==> src/rtl/jellyvl_etherneco_synctimer_pkg.sv <==
// Shared definitions for the EtherNeco sync-timer responder.
// Contents: responder FSM state enum, command-byte bit indices, and the
// helper that locates a node's slot inside a frame.
package jellyvl_etherneco_synctimer_pkg;

   typedef enum logic [1:0] {
      ST_IDLE = 2'd0,
      ST_CMD  = 2'd1,
      ST_WAIT = 2'd2,
      ST_RES  = 2'd3
   } state_t;

   // Bit positions inside the command byte
   localparam int unsigned CMD_BIT_VALID    = 0;
   localparam int unsigned CMD_BIT_OVERRIDE = 1;

   // Frame position of the first byte of a per-node slot (node is 1-based)
   function automatic logic [15:0] calc_pos(input int unsigned base,
                                            input int unsigned stride,
                                            input logic [7:0]  node);
      return 16'(base + stride * (32'(node) - 32'd1));
   endfunction

endpackage

==> src/rtl/jellyvl_etherneco_synctimer_responder_if.sv <==
// Frame-side bus of the sync-timer responder.
// Carries command/response frame events, the command byte stream, the
// response byte stream and the byte substitution back into the response.
//   master : frame receiver side (drives events and streams)
//   slave  : responder side (drives m_res_data / m_res_valid)
interface jellyvl_etherneco_synctimer_responder_if;

   logic        cmd_rx_start;
   logic        cmd_rx_end;
   logic        cmd_rx_error;
   logic        s_cmd_first;
   logic [15:0] s_cmd_pos;
   logic [7:0]  s_cmd_data;
   logic        s_cmd_valid;

   logic        res_rx_start;
   logic        res_rx_end;
   logic        res_rx_error;
   logic [15:0] s_res_pos;
   logic        s_res_valid;

   logic [7:0]  m_res_data;
   logic        m_res_valid;

   modport master (
      output cmd_rx_start, cmd_rx_end, cmd_rx_error,
      output s_cmd_first, s_cmd_pos, s_cmd_data, s_cmd_valid,
      output res_rx_start, res_rx_end, res_rx_error,
      output s_res_pos, s_res_valid,
      input  m_res_data, m_res_valid
   );

   modport slave (
      input  cmd_rx_start, cmd_rx_end, cmd_rx_error,
      input  s_cmd_first, s_cmd_pos, s_cmd_data, s_cmd_valid,
      input  res_rx_start, res_rx_end, res_rx_error,
      input  s_res_pos, s_res_valid,
      output m_res_data, m_res_valid
   );

endinterface

==> src/rtl/jellyvl_etherneco_byte_capture.sv <==
// Captures a little-endian multi-byte field out of a positioned byte stream.
// Ports:
//   clk, reset   : clock, synchronous active-high reset
//   enable_i     : capture allowed this cycle
//   base_pos_i   : stream position of byte 0 of the field
//   s_pos_i/s_data_i/s_valid_i : byte stream
//   data_o       : captured field (byte i taken from base_pos_i + i)
module jellyvl_etherneco_byte_capture #(
   parameter int unsigned BYTES = 4
) (
   input  logic               clk,
   input  logic               reset,
   input  logic               enable_i,
   input  logic [15:0]        base_pos_i,
   input  logic [15:0]        s_pos_i,
   input  logic [7:0]         s_data_i,
   input  logic               s_valid_i,
   output logic [8*BYTES-1:0] data_o
);

   logic [8*BYTES-1:0] data_q;

   // Byte-lane capture
   always_ff @(posedge clk) begin
      if (reset) begin
         data_q <= '0;
      end else if (enable_i && s_valid_i) begin
         for (int i = 0; i < int'(BYTES); i++) begin
            if (s_pos_i == base_pos_i + 16'(i)) begin
               data_q[8*i +: 8] <= s_data_i;
            end
         end
      end
   end

   assign data_o = data_q;

endmodule

==> src/rtl/jellyvl_etherneco_synctimer_responder.sv <==
// EtherNeco sync-timer responder node.
// Receives the master time and this node's offset from a command frame,
// requests a timer correction, measures command-to-response turnaround and
// substitutes the measured elapsed time into the response frame.
// Ports:
//   clk, reset        : clock, synchronous active-high reset
//   current_time      : free-running local time
//   cmd_rx_node       : own node number, 1-based (0 disables the node)
//   bus (slave)       : frame events, byte streams, response substitution
//   correct_override/correct_time/correct_valid : correction request
//   timeout           : one-cycle pulse when no response arrives in time
//   elapsed_time      : last measured turnaround
// Option: JELLYVL_SYNCTIMER_RESPONDER_SEQ_EN adds an 8-bit sequence byte
// after the elapsed field, incremented on every completed response.
module jellyvl_etherneco_synctimer_responder
   import jellyvl_etherneco_synctimer_pkg::*;
#(
   parameter int unsigned TIMER_WIDTH    = 64,
   parameter int unsigned TIME_BYTES     = 8,
   parameter int unsigned OFFSET_BYTES   = 4,
   parameter int unsigned HEADER_BYTES   = 1,
   parameter int unsigned TIMEOUT_CYCLES = 65535
) (
   input  logic                        clk,
   input  logic                        reset,
   input  logic [TIMER_WIDTH-1:0]      current_time,
   input  logic [7:0]                  cmd_rx_node,
   jellyvl_etherneco_synctimer_responder_if.slave bus,
   output logic                        correct_override,
   output logic [TIMER_WIDTH-1:0]      correct_time,
   output logic                        correct_valid,
   output logic                        timeout,
   output logic [8*OFFSET_BYTES-1:0]   elapsed_time
);

   localparam int unsigned OW    = 8 * OFFSET_BYTES;
   localparam int unsigned TMW   = 8 * TIME_BYTES;
   localparam int unsigned CNT_W = $clog2(TIMEOUT_CYCLES + 1);

   state_t                 state_q, state_d;
   logic [OW-1:0]          start_q, start_d;
   logic [7:0]             cmd_q, cmd_d;
   logic [CNT_W-1:0]       wait_cnt_q, wait_cnt_d;
   logic [OW-1:0]          elapsed_q, elapsed_d;
   logic                   correct_valid_q, correct_valid_d;
   logic                   correct_override_q, correct_override_d;
   logic [TIMER_WIDTH-1:0] correct_time_q, correct_time_d;
   logic                   timeout_q, timeout_d;
   logic                   m_res_valid_q, m_res_valid_d;
   logic [7:0]             m_res_data_q, m_res_data_d;
`ifdef JELLYVL_SYNCTIMER_RESPONDER_SEQ_EN
   logic [7:0]             seq_q, seq_d;
`endif

   logic                   node_en_c;
   logic                   cap_en_c;
   logic [15:0]            res_base_c;
   logic [15:0]            res_idx_c;
   logic [TMW-1:0]         time_c;
   logic [OW-1:0]          offset_c;

   assign node_en_c  = (cmd_rx_node != 8'd0);
   assign cap_en_c   = node_en_c && (state_q == ST_CMD);
   assign res_base_c = calc_pos(HEADER_BYTES, OFFSET_BYTES, cmd_rx_node);
   // Wraps to a huge value below the slot, so one compare bounds both sides
   assign res_idx_c  = bus.s_res_pos - res_base_c;

   // Master time field
   jellyvl_etherneco_byte_capture #(
      .BYTES (TIME_BYTES)
   ) u_time_cap (
      .clk        (clk),
      .reset      (reset),
      .enable_i   (cap_en_c),
      .base_pos_i (16'(HEADER_BYTES)),
      .s_pos_i    (bus.s_cmd_pos),
      .s_data_i   (bus.s_cmd_data),
      .s_valid_i  (bus.s_cmd_valid),
      .data_o     (time_c)
   );

   // This node's offset field
   jellyvl_etherneco_byte_capture #(
      .BYTES (OFFSET_BYTES)
   ) u_offset_cap (
      .clk        (clk),
      .reset      (reset),
      .enable_i   (cap_en_c),
      .base_pos_i (calc_pos(HEADER_BYTES + TIME_BYTES, OFFSET_BYTES, cmd_rx_node)),
      .s_pos_i    (bus.s_cmd_pos),
      .s_data_i   (bus.s_cmd_data),
      .s_valid_i  (bus.s_cmd_valid),
      .data_o     (offset_c)
   );

   // Next-state and registered-output logic
   always_comb begin
      state_d            = state_q;
      start_d            = start_q;
      cmd_d              = cmd_q;
      wait_cnt_d         = wait_cnt_q;
      elapsed_d          = elapsed_q;
      correct_valid_d    = 1'b0;
      correct_override_d = correct_override_q;
      correct_time_d     = correct_time_q;
      timeout_d          = 1'b0;
      m_res_valid_d      = 1'b0;
      m_res_data_d       = m_res_data_q;
`ifdef JELLYVL_SYNCTIMER_RESPONDER_SEQ_EN
      seq_d              = seq_q;
`endif

      if (bus.cmd_rx_start) begin
         // A new command restarts the exchange from any state
         state_d = ST_CMD;
         start_d = OW'(current_time);
         cmd_d   = '0;
      end else begin
         case (state_q)
            ST_CMD: begin
               if (node_en_c && bus.s_cmd_valid && bus.s_cmd_first) begin
                  cmd_d = bus.s_cmd_data;
               end
               if (bus.cmd_rx_error) begin
                  state_d = ST_IDLE;
               end else if (bus.cmd_rx_end) begin
                  state_d            = ST_WAIT;
                  wait_cnt_d         = '0;
                  correct_valid_d    = cmd_q[CMD_BIT_VALID];
                  correct_override_d = cmd_q[CMD_BIT_OVERRIDE];
                  correct_time_d     = TIMER_WIDTH'(time_c) + TIMER_WIDTH'(offset_c);
               end
            end
            ST_WAIT: begin
               if (bus.res_rx_start) begin
                  state_d   = ST_RES;
                  elapsed_d = OW'(current_time) - start_q;
               end else if (wait_cnt_q == CNT_W'(TIMEOUT_CYCLES - 1)) begin
                  state_d   = ST_IDLE;
                  timeout_d = 1'b1;
               end else begin
                  wait_cnt_d = wait_cnt_q + CNT_W'(1);
               end
            end
            ST_RES: begin
               if (bus.res_rx_error) begin
                  state_d = ST_IDLE;
               end else begin
                  if (node_en_c && bus.s_res_valid) begin
                     if (res_idx_c < 16'(OFFSET_BYTES)) begin
                        m_res_valid_d = 1'b1;
                        m_res_data_d  = 8'(elapsed_q >> {res_idx_c, 3'b000});
                     end
`ifdef JELLYVL_SYNCTIMER_RESPONDER_SEQ_EN
                     else if (res_idx_c == 16'(OFFSET_BYTES)) begin
                        m_res_valid_d = 1'b1;
                        m_res_data_d  = seq_q;
                     end
`endif
                  end
                  if (bus.res_rx_end) begin
                     state_d = ST_IDLE;
`ifdef JELLYVL_SYNCTIMER_RESPONDER_SEQ_EN
                     seq_d   = seq_q + 8'd1;
`endif
                  end
               end
            end
            default: ;
         endcase
      end
   end

   // State and output registers
   always_ff @(posedge clk) begin
      if (reset) begin
         state_q            <= ST_IDLE;
         start_q            <= '0;
         cmd_q              <= '0;
         wait_cnt_q         <= '0;
         elapsed_q          <= '0;
         correct_valid_q    <= 1'b0;
         correct_override_q <= 1'b0;
         correct_time_q     <= '0;
         timeout_q          <= 1'b0;
         m_res_valid_q      <= 1'b0;
         m_res_data_q       <= '0;
`ifdef JELLYVL_SYNCTIMER_RESPONDER_SEQ_EN
         seq_q              <= '0;
`endif
      end else begin
         state_q            <= state_d;
         start_q            <= start_d;
         cmd_q              <= cmd_d;
         wait_cnt_q         <= wait_cnt_d;
         elapsed_q          <= elapsed_d;
         correct_valid_q    <= correct_valid_d;
         correct_override_q <= correct_override_d;
         correct_time_q     <= correct_time_d;
         timeout_q          <= timeout_d;
         m_res_valid_q      <= m_res_valid_d;
         m_res_data_q       <= m_res_data_d;
`ifdef JELLYVL_SYNCTIMER_RESPONDER_SEQ_EN
         seq_q              <= seq_d;
`endif
      end
   end

   assign correct_valid    = correct_valid_q;
   assign correct_override = correct_override_q;
   assign correct_time     = correct_time_q;
   assign timeout          = timeout_q;
   assign elapsed_time     = elapsed_q;
   assign bus.m_res_valid  = m_res_valid_q;
   assign bus.m_res_data   = m_res_data_q;

   // Command bits above OVERRIDE and time bits above the elapsed width are not used
   logic unused_bits_c;
   assign unused_bits_c = ^{cmd_q, current_time};

endmodule

==> src/flat_wrapper.sv <==
// flat-port wrapper written by rule: the top's interface ports become plain ports
module jellyvl_etherneco_synctimer_responder_flat import jellyvl_etherneco_synctimer_pkg::*;
#(
   parameter int unsigned TIMER_WIDTH    = 64,
   parameter int unsigned TIME_BYTES     = 8,
   parameter int unsigned OFFSET_BYTES   = 4,
   parameter int unsigned HEADER_BYTES   = 1,
   parameter int unsigned TIMEOUT_CYCLES = 65535
)
  (clk, reset, current_time, cmd_rx_node, correct_override, correct_time, correct_valid, timeout, elapsed_time, bus_cmd_rx_start, bus_cmd_rx_end, bus_cmd_rx_error, bus_s_cmd_first, bus_s_cmd_pos, bus_s_cmd_data, bus_s_cmd_valid, bus_res_rx_start, bus_res_rx_end, bus_res_rx_error, bus_s_res_pos, bus_s_res_valid, bus_m_res_data, bus_m_res_valid);
  jellyvl_etherneco_synctimer_responder_if bus_i ();
  input  logic clk;
  input  logic reset;
  input  logic [TIMER_WIDTH-1:0] current_time;
  input  logic [7:0] cmd_rx_node;
  output logic correct_override;
  output logic [TIMER_WIDTH-1:0] correct_time;
  output logic correct_valid;
  output logic timeout;
  output logic [8*OFFSET_BYTES-1:0] elapsed_time;
  input wire logic [$bits(bus_i.cmd_rx_start)-1:0] bus_cmd_rx_start;
  input wire logic [$bits(bus_i.cmd_rx_end)-1:0] bus_cmd_rx_end;
  input wire logic [$bits(bus_i.cmd_rx_error)-1:0] bus_cmd_rx_error;
  input wire logic [$bits(bus_i.s_cmd_first)-1:0] bus_s_cmd_first;
  input wire logic [$bits(bus_i.s_cmd_pos)-1:0] bus_s_cmd_pos;
  input wire logic [$bits(bus_i.s_cmd_data)-1:0] bus_s_cmd_data;
  input wire logic [$bits(bus_i.s_cmd_valid)-1:0] bus_s_cmd_valid;
  input wire logic [$bits(bus_i.res_rx_start)-1:0] bus_res_rx_start;
  input wire logic [$bits(bus_i.res_rx_end)-1:0] bus_res_rx_end;
  input wire logic [$bits(bus_i.res_rx_error)-1:0] bus_res_rx_error;
  input wire logic [$bits(bus_i.s_res_pos)-1:0] bus_s_res_pos;
  input wire logic [$bits(bus_i.s_res_valid)-1:0] bus_s_res_valid;
  output wire logic [$bits(bus_i.m_res_data)-1:0] bus_m_res_data;
  output wire logic [$bits(bus_i.m_res_valid)-1:0] bus_m_res_valid;
  assign bus_i.cmd_rx_start = bus_cmd_rx_start;
  assign bus_i.cmd_rx_end = bus_cmd_rx_end;
  assign bus_i.cmd_rx_error = bus_cmd_rx_error;
  assign bus_i.s_cmd_first = bus_s_cmd_first;
  assign bus_i.s_cmd_pos = bus_s_cmd_pos;
  assign bus_i.s_cmd_data = bus_s_cmd_data;
  assign bus_i.s_cmd_valid = bus_s_cmd_valid;
  assign bus_i.res_rx_start = bus_res_rx_start;
  assign bus_i.res_rx_end = bus_res_rx_end;
  assign bus_i.res_rx_error = bus_res_rx_error;
  assign bus_i.s_res_pos = bus_s_res_pos;
  assign bus_i.s_res_valid = bus_s_res_valid;
  assign bus_m_res_data = bus_i.m_res_data;
  assign bus_m_res_valid = bus_i.m_res_valid;
  jellyvl_etherneco_synctimer_responder #(.TIMER_WIDTH(TIMER_WIDTH), .TIME_BYTES(TIME_BYTES), .OFFSET_BYTES(OFFSET_BYTES), .HEADER_BYTES(HEADER_BYTES), .TIMEOUT_CYCLES(TIMEOUT_CYCLES)) u_core (.clk(clk), .reset(reset), .current_time(current_time), .cmd_rx_node(cmd_rx_node), .bus(bus_i), .correct_override(correct_override), .correct_time(correct_time), .correct_valid(correct_valid), .timeout(timeout), .elapsed_time(elapsed_time));
endmodule
==> config.mk <==
export PLATFORM = sky130hd
export DESIGN_NAME = jellyvl_etherneco_synctimer_responder_flat
export DESIGN_NICKNAME = d
export VERILOG_FILES = /design/src/rtl/jellyvl_etherneco_synctimer_pkg.sv /design/src/rtl/jellyvl_etherneco_synctimer_responder_if.sv /design/src/rtl/jellyvl_etherneco_byte_capture.sv /design/src/rtl/jellyvl_etherneco_synctimer_responder.sv /design/src/flat_wrapper.sv
export SDC_FILE = /design/constraint.sdc
export NUM_CORES = 1
export LEC_CHECK = 0
export CAP_MARGIN = 5
export CELL_PAD_IN_SITES_DETAIL_PLACEMENT = 0
export CELL_PAD_IN_SITES_GLOBAL_PLACEMENT = 1
export CORE_UTILIZATION = 45
export DETAILED_ROUTE_END_ITERATION = 6
export PLACE_DENSITY_LB_ADDON = 0.3
export REMOVE_ABC_BUFFERS = 1
export SLEW_MARGIN = 0
export SYNTH_ARGS = -nofsm -noshare
export SYNTH_HDL_FRONTEND = slang
export SYNTH_SLANG_ARGS = --single-unit
==> constraint.sdc <==
create_clock -name clk -period 10.24 [get_ports clk]
set_input_delay 2.048 -clock clk [delete_from_list [all_inputs] [get_ports clk]]
set_output_delay 2.048 -clock clk [all_outputs]
set_load 0.01 [all_outputs]
### Word level (Yosys, flattened, before mapping)

Index checks and enable logic that the tools add are counted.

* flip-flop bits (word level): 256
* ROM bits: 0
* bits in writable memories: 0
* input port bits: 123
* latch bits: 0
* memories: 0
* output and inout port bits: 108
* word-level logic and storage cells: 117

* reductions and logical operators: 32
* order comparisons: 1
* equality and inequality tests: 26
* add/subtract/negate cells: 10
* divide/modulo/power cells: 0
* shift-type cells: 1
* mux-type cells: 15
* multipliers: 0
* bitwise gates (word level): 8

Operators with widths (count)
* $add 64x32->64: 1
* $eq 16x16->1: 4
* $eq 16x3->1 const B: 4
* $mux 16: 4
* $add 16x1->16 const B: 2
* $add 16x2->16 const B: 2
* $eq 16x2->1 const B: 2
* $pmux 16 s2: 1
* $shr 32x19->8: 1
* $sub 32x32->32: 1
* $reduce_and 2->1: 13
* $add 4x16->16 const A: 1
* $eq 16x1->1 const B: 1
* $eq 16x16->1 const B: 1
* $eq 16x4->1 const B: 1
* $lt 16x3->1 const B: 1
* $sub 16x16->16: 1
* $add 2x11->12 const A: 1
* $mux 2: 6
* $reduce_and 4->1: 3
* $reduce_or 5->1: 2
* $sub 8x1->9 const B: 1
* $ne 2x2->1 const B: 4
* $ne 4x4->1 const B: 2
* 18 further kinds: 33

### Logic depth before layout (Yosys ltp)

Gate-level depths: netlist (run 1).

* word-level depth: 5
* mapped depth: 19
* depth with buffers taken out: 15

### Hierarchy

From an unflattened synthesis (run 1), not the netlist that was laid out.

* cells, all modules: 2287
* area, all modules: 18799.3 um^2

Modules (own cells, without submodules)
* jellyvl_etherneco_synctimer_responder: sequential area each 3203.1 um^2, cells each 1426, times used 1, area each 11273.3 um^2
* jellyvl_etherneco_byte_capture (u_core.u_time_cap): sequential area each 1281.2 um^2, cells each 558, times used 1, area each 4971.0 um^2
* jellyvl_etherneco_byte_capture (u_core.u_offset_cap): sequential area each 640.6 um^2, cells each 303, times used 1, area each 2555.0 um^2

### Least setup slack after synthesis (run 1)

OpenSTA, ideal clock, no wires.

* path kind: input to register
* from: input port cmd_rx_node[0]
* to: register u_core.m_res_data_q[7] (netlist: u_core.bus.m_res_data[7])
* library setup time: 0.132 ns
* arrival time: 5.845 ns
* required time: 10.108 ns
* stages: 17
* path buffers: 2
* setup slack: 4.262 ns
* cells stage by stage: buf_6 inv_1 ha_1 or4b_1 buf_2 or3_1 and2_2 ha_1 o21a_1 or3_1 a22o_1 a2111oi_0 and4_1 o2111a_1 nand4b_1 o31ai_1 a21oi_1

* word-level cells in the longest chain between the ends: 5
* elaborated cells between the ends (all ways): 8
* classes of those cells: add/sub: 3; order compare: 1; shift: 1; reduce/logical: 3

RTL lines
* start: declaration: RTL line flat_wrapper.sv:15 `input logic [7:0] cmd_rx_node;`
* $sub 8x1->9: RTL line jellyvl_etherneco_synctimer_pkg.sv:21 `return 16'(base + stride * (32'(node) - 32'd1));`
* $add 2x11->12: RTL line jellyvl_etherneco_synctimer_pkg.sv:21
* $sub 16x16->16: RTL line jellyvl_etherneco_synctimer_responder.sv:66 `assign res_idx_c = bus.s_res_pos - res_base_c;`
* $lt 16x3->1: RTL line jellyvl_etherneco_synctimer_responder.sv:150 `if (res_idx_c < 16'(OFFSET_BYTES)) begin`
* $reduce_and 5->1 (no source line)
* end signal: assignment: RTL line jellyvl_etherneco_synctimer_responder.sv:202 `m_res_data_q <= m_res_data_d;`
* end: declaration: RTL line jellyvl_etherneco_synctimer_responder.sv:50 `logic [7:0] m_res_data_q, m_res_data_d;`

Several ways; a longest one is shown, not always the timed one.
A chain may end at the register's enable or synchronous reset.

### Worst setup path in the final report (run 1)

* from: input port cmd_rx_node[0]
* to: register u_core.m_res_data_q[0] (netlist: u_core.bus.m_res_data[0])

Same word-level chain as after synthesis.

==> flow_metrics.tcl, run 1 <==
set metrics [dict create \
    outcome "complete, but fails checks" \
    failed_checks "DRC" \
    cap_violations 0 \
    multi_input_area_sq_um 9882 \
    powerDensity_nw_per_um2 132.5 \
    fin_crit_ns 6.750 \
    first_global_vias 13423 \
    synth_top_area_share 0.3259 \
    fin_area_sq_um 19050 \
    post_cts_buffers 0 \
    ff_latch_area_sq_um 5125 \
    synth-seq-cells 256 \
    io_pins 231 \
    crit_arrival_ns 7.15 \
    worst_ep_required_time_ns 10.64 \
    slew_headroom 0.3619 \
    postSynthCellCount 1885 \
    numCtsBuffers 29 \
    h-tree-depth 1 \
    dieArea_sq_um 35690 \
    layout_commonest_cell "dfxtp_1" \
    place_hpwl_um 32260 \
    root_buffer "clkbuf_16" \
    layout_common_cells "256 x dfxtp_1, 215 x nor2_1, 196 x clkdlybuf4s50_1, 160 x nand2_1, 127 x mux2i_1" \
    hold_ws_ns 0.4491 \
    fmax_mhz 148.1 \
    yosysWarnings 0 \
    die_h_um 188.9 \
    startpoint_type "primary input" \
    synth_edf_count 0 \
    final-instance-count-excl-fill 2504 \
    drive_gt1_frac 0.05566 \
    die_w_um 188.9 \
    drt_iter0_markers 915 \
    wl_per_cell_um 17.94 \
    ir_drop_mv 0.1349 \
    start_util 0.4563 \
    yosysTopAreaCell "dfxtp_1" \
    dp_cells 2449 \
    overflow 0 \
    cts.sinks 256 \
    fillers 3250 \
    clkLatencyLatePin_ns 0.56 \
    final_antenna_net_count 0 \
    rsz0062_at_grt "false" \
    fin_util 0.5527 \
    drv_slew 0 \
    nNetsFinal 2233 \
    tritoncts "yes" \
    ctsResizeCount 0 \
    cts_hold_buffers 0 \
    drt_wl_total_um 44920 \
    coreArea_sq_um 34460 \
    crit_type "in2reg" \
    hold_path.class "reg2reg" \
    fin_setup_tns_ns 0 \
    drc 1 \
    routabilityCongestion 0.9076 \
    crit_path_max_fanout 11 \
    setup_violations 0 \
    layout_setup_ws_ns 3.490 \
    cp-end-kind "register" \
    skew_ns 0.01408 \
    vias_per_cell 5.748 \
    async_flop_share 0 \
    power.total_mw 2.524 \
    netlist_top_cells_area "dfxtp_1 33%, mux2i_1 8.1%, ha_1 6.6%" \
    track_usage 0.2471 \
    p_leak_nw 7.359 \
    row_count 68 \
    grt_max_degree 80 \
    pre_cts_slack_ns 3.000 \
    finalHoldViolations 0 \
    post-route-period-util 0.6592 \
    detail_route.first_pass.iterations 7 \
    grt_pass1_wl_um 72070 \
    clockBufferDepth 3 \
    syn_to_final_growth_pct 21.13 \
    io_buffers 198 \
    synth_ff_type "dfxtp_1" \
    worst_pin_slew_ns 0.9541 \
    antenna_found_initial 1 \
    vias 14394 \
    avgSynthCellArea_sq_um 8.342 \
    clk_pin_slew_ns 0.06 \
    dpl_cell_area_sq_um 17960 \
    ys_types 94 \
    synth_area_sq_um 15720 \
    ys_seq_area_frac 0.3259 \
]
==> state kept, by name, indices dropped and copies added (netlist names) <==
signal / cells
u_core.bus.m_res_valid: 1
u_core.state_q: 2
u_core.start_q: 32
u_core.elapsed_time: 32
u_core.cmd_q: 2
u_core.u_time_cap.data_o: 64
u_core.correct_valid: 1
u_core.correct_override: 1
u_core.bus.m_res_data: 8
u_core.u_offset_cap.data_o: 32
u_core.wait_cnt_q: 16
u_core.timeout: 1
u_core.correct_time: 64
==> cell type report <==
| type | instances | area share |
|---|---|---|
| repair buffers | 209 | 0.1082 |
| multi-input cells | 1444 | 0.5189 |
| diodes | 1 | 0.0001314 |
| well taps | 455 | 0.02989 |
| flip-flops and latches | 256 | 0.2691 |
| clock buffers | 37 | 0.04178 |
| inverters | 85 | 0.01675 |
| clock inverters | 17 | 0.01531 |
==> synthesized netlist by cell type, types with 11 or more instances <==
| cell type | number |
|---|---|
| a21o_1 | 28 |
| o21a_1 | 14 |
| and4_1 | 11 |
| nand2_1 | 160 |
| a211oi_1 | 15 |
| clkbuf_1 | 75 |
| nand4_1 | 47 |
| a21oi_1 | 126 |
| o21ai_0 | 79 |
| a211o_1 | 12 |
| xnor2_1 | 47 |
| or4_1 | 16 |
| o211ai_1 | 12 |
| and3_1 | 17 |
| xor2_1 | 44 |
| nand3_1 | 58 |
| nor2_1 | 217 |
| ha_1 | 83 |
| mux2i_1 | 127 |
| buf_2 | 15 |
| or3_1 | 21 |
| inv_1 | 84 |
| o31ai_1 | 33 |
| nor3_1 | 47 |
| nor2b_1 | 12 |
| dfxtp_1 | 256 |
| a31oi_1 | 17 |
| nand2b_1 | 21 |
==> critical path: stages <==
cell and delay (ns):
clkdlybuf4s50_1 0.67, inv_1 0.27, ha_1 0.32, or4b_1 0.64, or3_1 0.38, and2_2 0.21, ha_1 0.32, o21a_1 0.21
or3_1 0.32, a22o_1 0.20, a2111oi_0 0.30, and4_1 0.24, o2111a_1 0.24, nand4b_1 0.34, o31ai_1 0.35, a21oi_1 0.10
==> logic make-up (layout without fill, tap and decap cells) <==
| family | after synthesis | after routing | share of synthesized area |
|---|---|---|---|
| AOI/OAI and AO/OA | 433 | 433 | 0.1849 |
| xor gates and xnor gates | 97 | 97 | 0.05888 |
| adders and majority gates | 85 | 85 | 0.06859 |
| buffers and inverters | 185 | 348 | 0.04639 |
| DFF | 256 | 256 | 0.3259 |
| muxes | 137 | 137 | 0.09374 |
| other | 0 | 1 | 0 |
| and+or+nand+nor | 692 | 692 | 0.2216 |
==> metal layers <==
metal / wire (um) / track usage
met1: 21390 / 0.3518
met2: 20260 / 0.3983
met3: 2325 / 0.02947
met4: 935 / 0.05490
met5: 0 / 0
==> final timing paths <==
path	start	slack, ns	endpoint	depth (start not counted)
max	cmd_rx_node[0]	3.49	u_core.bus.m_res_data[0]	16
min	u_core.correct_time[21]	0.45	u_core.correct_time[21]	2
max reg2reg	u_core.u_offset_cap.data_o[0]	6.10	u_core.correct_time[50]	12
min reg2reg	u_core.correct_time[21]	0.45	u_core.correct_time[21]	2
==> report_power, final <==
group | total [mW] | internal [mW] | switching, mW
Sequential | 1.01 | 1.01 | 0.00602
Clock | 1.18 | 0.749 | 0.436
Combinational | 0.327 | 0.135 | 0.192
Total | 2.52 | 1.89 | 0.634
(Power assumes the default switching activity.)
==> run 2: changes to the inputs <==
--- a/config.mk
+++ b/config.mk
@@ -8,7 +8,7 @@
 export CAP_MARGIN = 5
 export CELL_PAD_IN_SITES_DETAIL_PLACEMENT = 0
 export CELL_PAD_IN_SITES_GLOBAL_PLACEMENT = 1
-export CORE_UTILIZATION = 45
+export CORE_UTILIZATION = 37
 export DETAILED_ROUTE_END_ITERATION = 6
 export PLACE_DENSITY_LB_ADDON = 0.3
 export REMOVE_ABC_BUFFERS = 1
==> constraint.sdc (replaced) <==
create_clock -name clk -period 6.19 [get_ports clk]
set_input_delay 1.238 -clock clk [delete_from_list [all_inputs] [get_ports clk]]
set_output_delay 1.238 -clock clk [all_outputs]
set_load 0.01 [all_outputs]
==> run 2 against run 1 <==
The flow now finishes without violations. Sequential power increased by 66%. Die area is 21% higher. Largest cell class unchanged. Critical path depth stayed put. Global-route usage down 2.9 points. Sequential cell count stayed put. Utilization fell by 9.5 points.
==> flow_metrics.tcl, run 2 (synthesis gave the netlist of run 1 again) <==
set metrics [dict create \
    outcome "finished, final reports clean" \
    post-route-period-util 0.8672 \
    antenna_found_initial 1 \
    io_pins 231 \
    pwr-share-comb 0.133 \
    holdPathStages 2 \
    drt_iter0_markers 975 \
    row_count 75 \
    met1_usage 0.3032 \
    layout_setup_ws_ns 0.8219 \
    fin_setup_tns_ns 0 \
    r2r_start "u_core.u_offset_cap.data_o[1]" \
    powerDensity_nw_per_um2 215.2 \
    place_hpwl_um 34690 \
    startpoint_type "primary input" \
    r2r_setup_slack_ns 2.08 \
    first_global_vias 13642 \
    cts_hold_buffers 0 \
    drt_wl_total_um 47690 \
    clock_power_share 0.462 \
    r2r_cells 11 \
    nNetsFinal 2246 \
    vias 14352 \
    overflow 0 \
    routabilityCongestion 0.8547 \
    syn_to_final_growth_pct 22.21 \
    dieArea_sq_um 43320 \
    skew_ns 0.03590 \
    p_switching_mw 1.097 \
    ir_drop_mv 0.1864 \
    root_buffer "clkbuf_16" \
    fin_crit_ns 5.368 \
    post_cts_buffers 0 \
    clk_pin_slew_ns 0.06 \
    finalHoldViolations 0 \
    layout_commonest_cell "dfxtp_1" \
    worst_ep_required_time_ns 6.58 \
    wl_per_cell_um 18.33 \
    final_antenna_net_count 0 \
    use_met3 0.03245 \
    numCtsBuffers 34 \
    p_int_mw 3.039 \
    cap_violations 0 \
    busiest_layer "met2" \
    drc 0 \
    ctsResizeCount 0 \
    clockBufferDepth 3 \
    swShare 0.2653 \
    cp-end-kind "register" \
    hold_path.class "reg2reg" \
    rsz0062_at_grt "false" \
    drv_slew 0 \
    hold_path.startpoint "u_core.correct_time[6]" \
    die_h_um 208.1 \
    coreArea_sq_um 41950 \
    fmax_mhz 186.3 \
    grt_max_degree 88 \
    detail_route.first_pass.iterations 5 \
    setup_violations 0 \
    cts.sinks 256 \
    crit_path_max_fanout 8 \
    worst_pin_slew_ns 1.163 \
    io_buffers 198 \
    seqPwrFrac 0.405 \
    h-tree-depth 2 \
    die_w_um 208.1 \
    grt_pass1_wl_um 75980 \
    grt.met2_usage 0.3490 \
    clkLatencyLatePin_ns 0.54 \
    whs_endpoint "u_core.correct_time[6]" \
    crit_type "in2reg" \
    track_usage 0.2183 \
    pre_cts_slack_ns 0.3585 \
    crit_arrival_ns 5.76 \
    layout_common_cells "256 x dfxtp_1, 215 x nor2_1, 196 x clkdlybuf4s50_1, 160 x nand2_1, 127 x mux2i_1" \
    slew_headroom 0.2178 \
    vias_per_cell 5.516 \
    tritoncts "yes" \
    start_util 0.3749 \
    drive_gt1_frac 0.06014 \
    p_leak_nw 7.398 \
    r2r_end "u_core.correct_time[50]" \
]
## run 2: cell count changes in the layout (fill, tap and decap cells not counted)
| cell | before | now |
|---|---|---|
| buf_4 | 11 | 19 |
| clkinv_2 | 7 | 6 |
| clkbuf_8 | 4 | 5 |
| clkinv_8 | 0 | 2 |
| clkbuf_16 | 29 | 35 |
| clkinv_4 | 0 | 1 |
| bufinv_16 | 8 | 1 |
| clkbuf_1 | 4 | 8 |
## run 2: final cells by class
class | count | area, sq um
antenna | 1 | 2.502
clock buffer | 48 | 974.7
tap | 539 | 674.4
sequential | 256 | 5125
inverter | 85 | 319.1
fill | 4186 | 22730
multi-input combinational | 1444 | 9882
timing repair buffer | 217 | 2121
clock inverter | 12 | 117.6
## run 2: power by group through the flow
stage / registers (mW) / logic, mW / clock network (mW)
final: 1.68 / 0.549 / 1.91
after CTS: 1.67 / 0.548 / 1.96
after detailed placement: 1.71 / 0.545 / 0
after global routing: 1.68 / 0.604 / 2.03
after floorplan: 1.71 / 0.324 / 0
after global placement: 1.71 / 0.544 / 0
## run 2: how the worst max path moves through the flow
stage,start,end,slack (ns)
2_1_floorplan,cmd_rx_node[0],u_core.bus.m_res_data[0],1.13
3_3_place_gp,cmd_rx_node[0],u_core.bus.m_res_data[6],0.33
3_5_place_dp,cmd_rx_node[0],u_core.bus.m_res_data[2],0.36
4_1_cts,cmd_rx_node[0],u_core.bus.m_res_data[2],0.88
5_1_grt,cmd_rx_node[0],u_core.bus.m_res_data[2],0.46
6_report,cmd_rx_node[0],u_core.bus.m_res_data[2],0.82
## run 2: metrics by stage
| stage | area (sq um) | util | hold WS, ns | power (mW) | cells |
|---|---|---|---|---|---|
| finish | 19220 | 0.4581 | 0.4478 | 4.136 | 2602 |
| global route | 19220 | 0.4581 | 0.4723 | 4.310 | 2602 |
| CTS | 19210 | 0.4580 | 0.4510 | 4.186 | 2601 |
| detailed placement | 18120 | 0.4320 | 0.4428 | 2.255 | 2541 |
| global placement | 18120 | 0.4320 | 0.4433 | 2.254 | 2541 |
| floorplan | 15310 | - | 0.4255 | 2.033 | 1785 |
## run 2: worst max-delay path, cell delays in order
cell and delay (ns):
clkdlybuf4s50_1 0.43, inv_1 0.17, ha_1 0.30, or4b_1 0.49
or3_1 0.35, and2_2 0.20, ha_1 0.32, o21a_1 0.23
or3_1 0.31, a22o_1 0.19, a2111oi_0 0.30, and4_1 0.23
o2111a_1 0.23, nand4b_1 0.32, o31ai_1 0.34, a21oi_1 0.09
## run 2: routing by layer
| layer | wire length (um) | vias to the layer above |
|---|---|---|
| met2 | 21490 | 326 |
| met1 | 23090 | 6837 |
| met3 | 2174 | 52 |
| met4 | 935 | 0 |
| li1 | - | 7137 |
| met5 | 0 | - |
==> run 3: changes to the inputs <==
--- a/config.mk
+++ b/config.mk
@@ -5,6 +5,7 @@
 export SDC_FILE = /design/constraint.sdc
 export NUM_CORES = 1
 export LEC_CHECK = 0
+export ABC_CLOCK_PERIOD_IN_PS = 6190
 export CAP_MARGIN = 5
 export CELL_PAD_IN_SITES_DETAIL_PLACEMENT = 0
 export CELL_PAD_IN_SITES_GLOBAL_PLACEMENT = 1
==> results of run 3 <==
Final layout, timing and power as in run 2 (identical DEF).
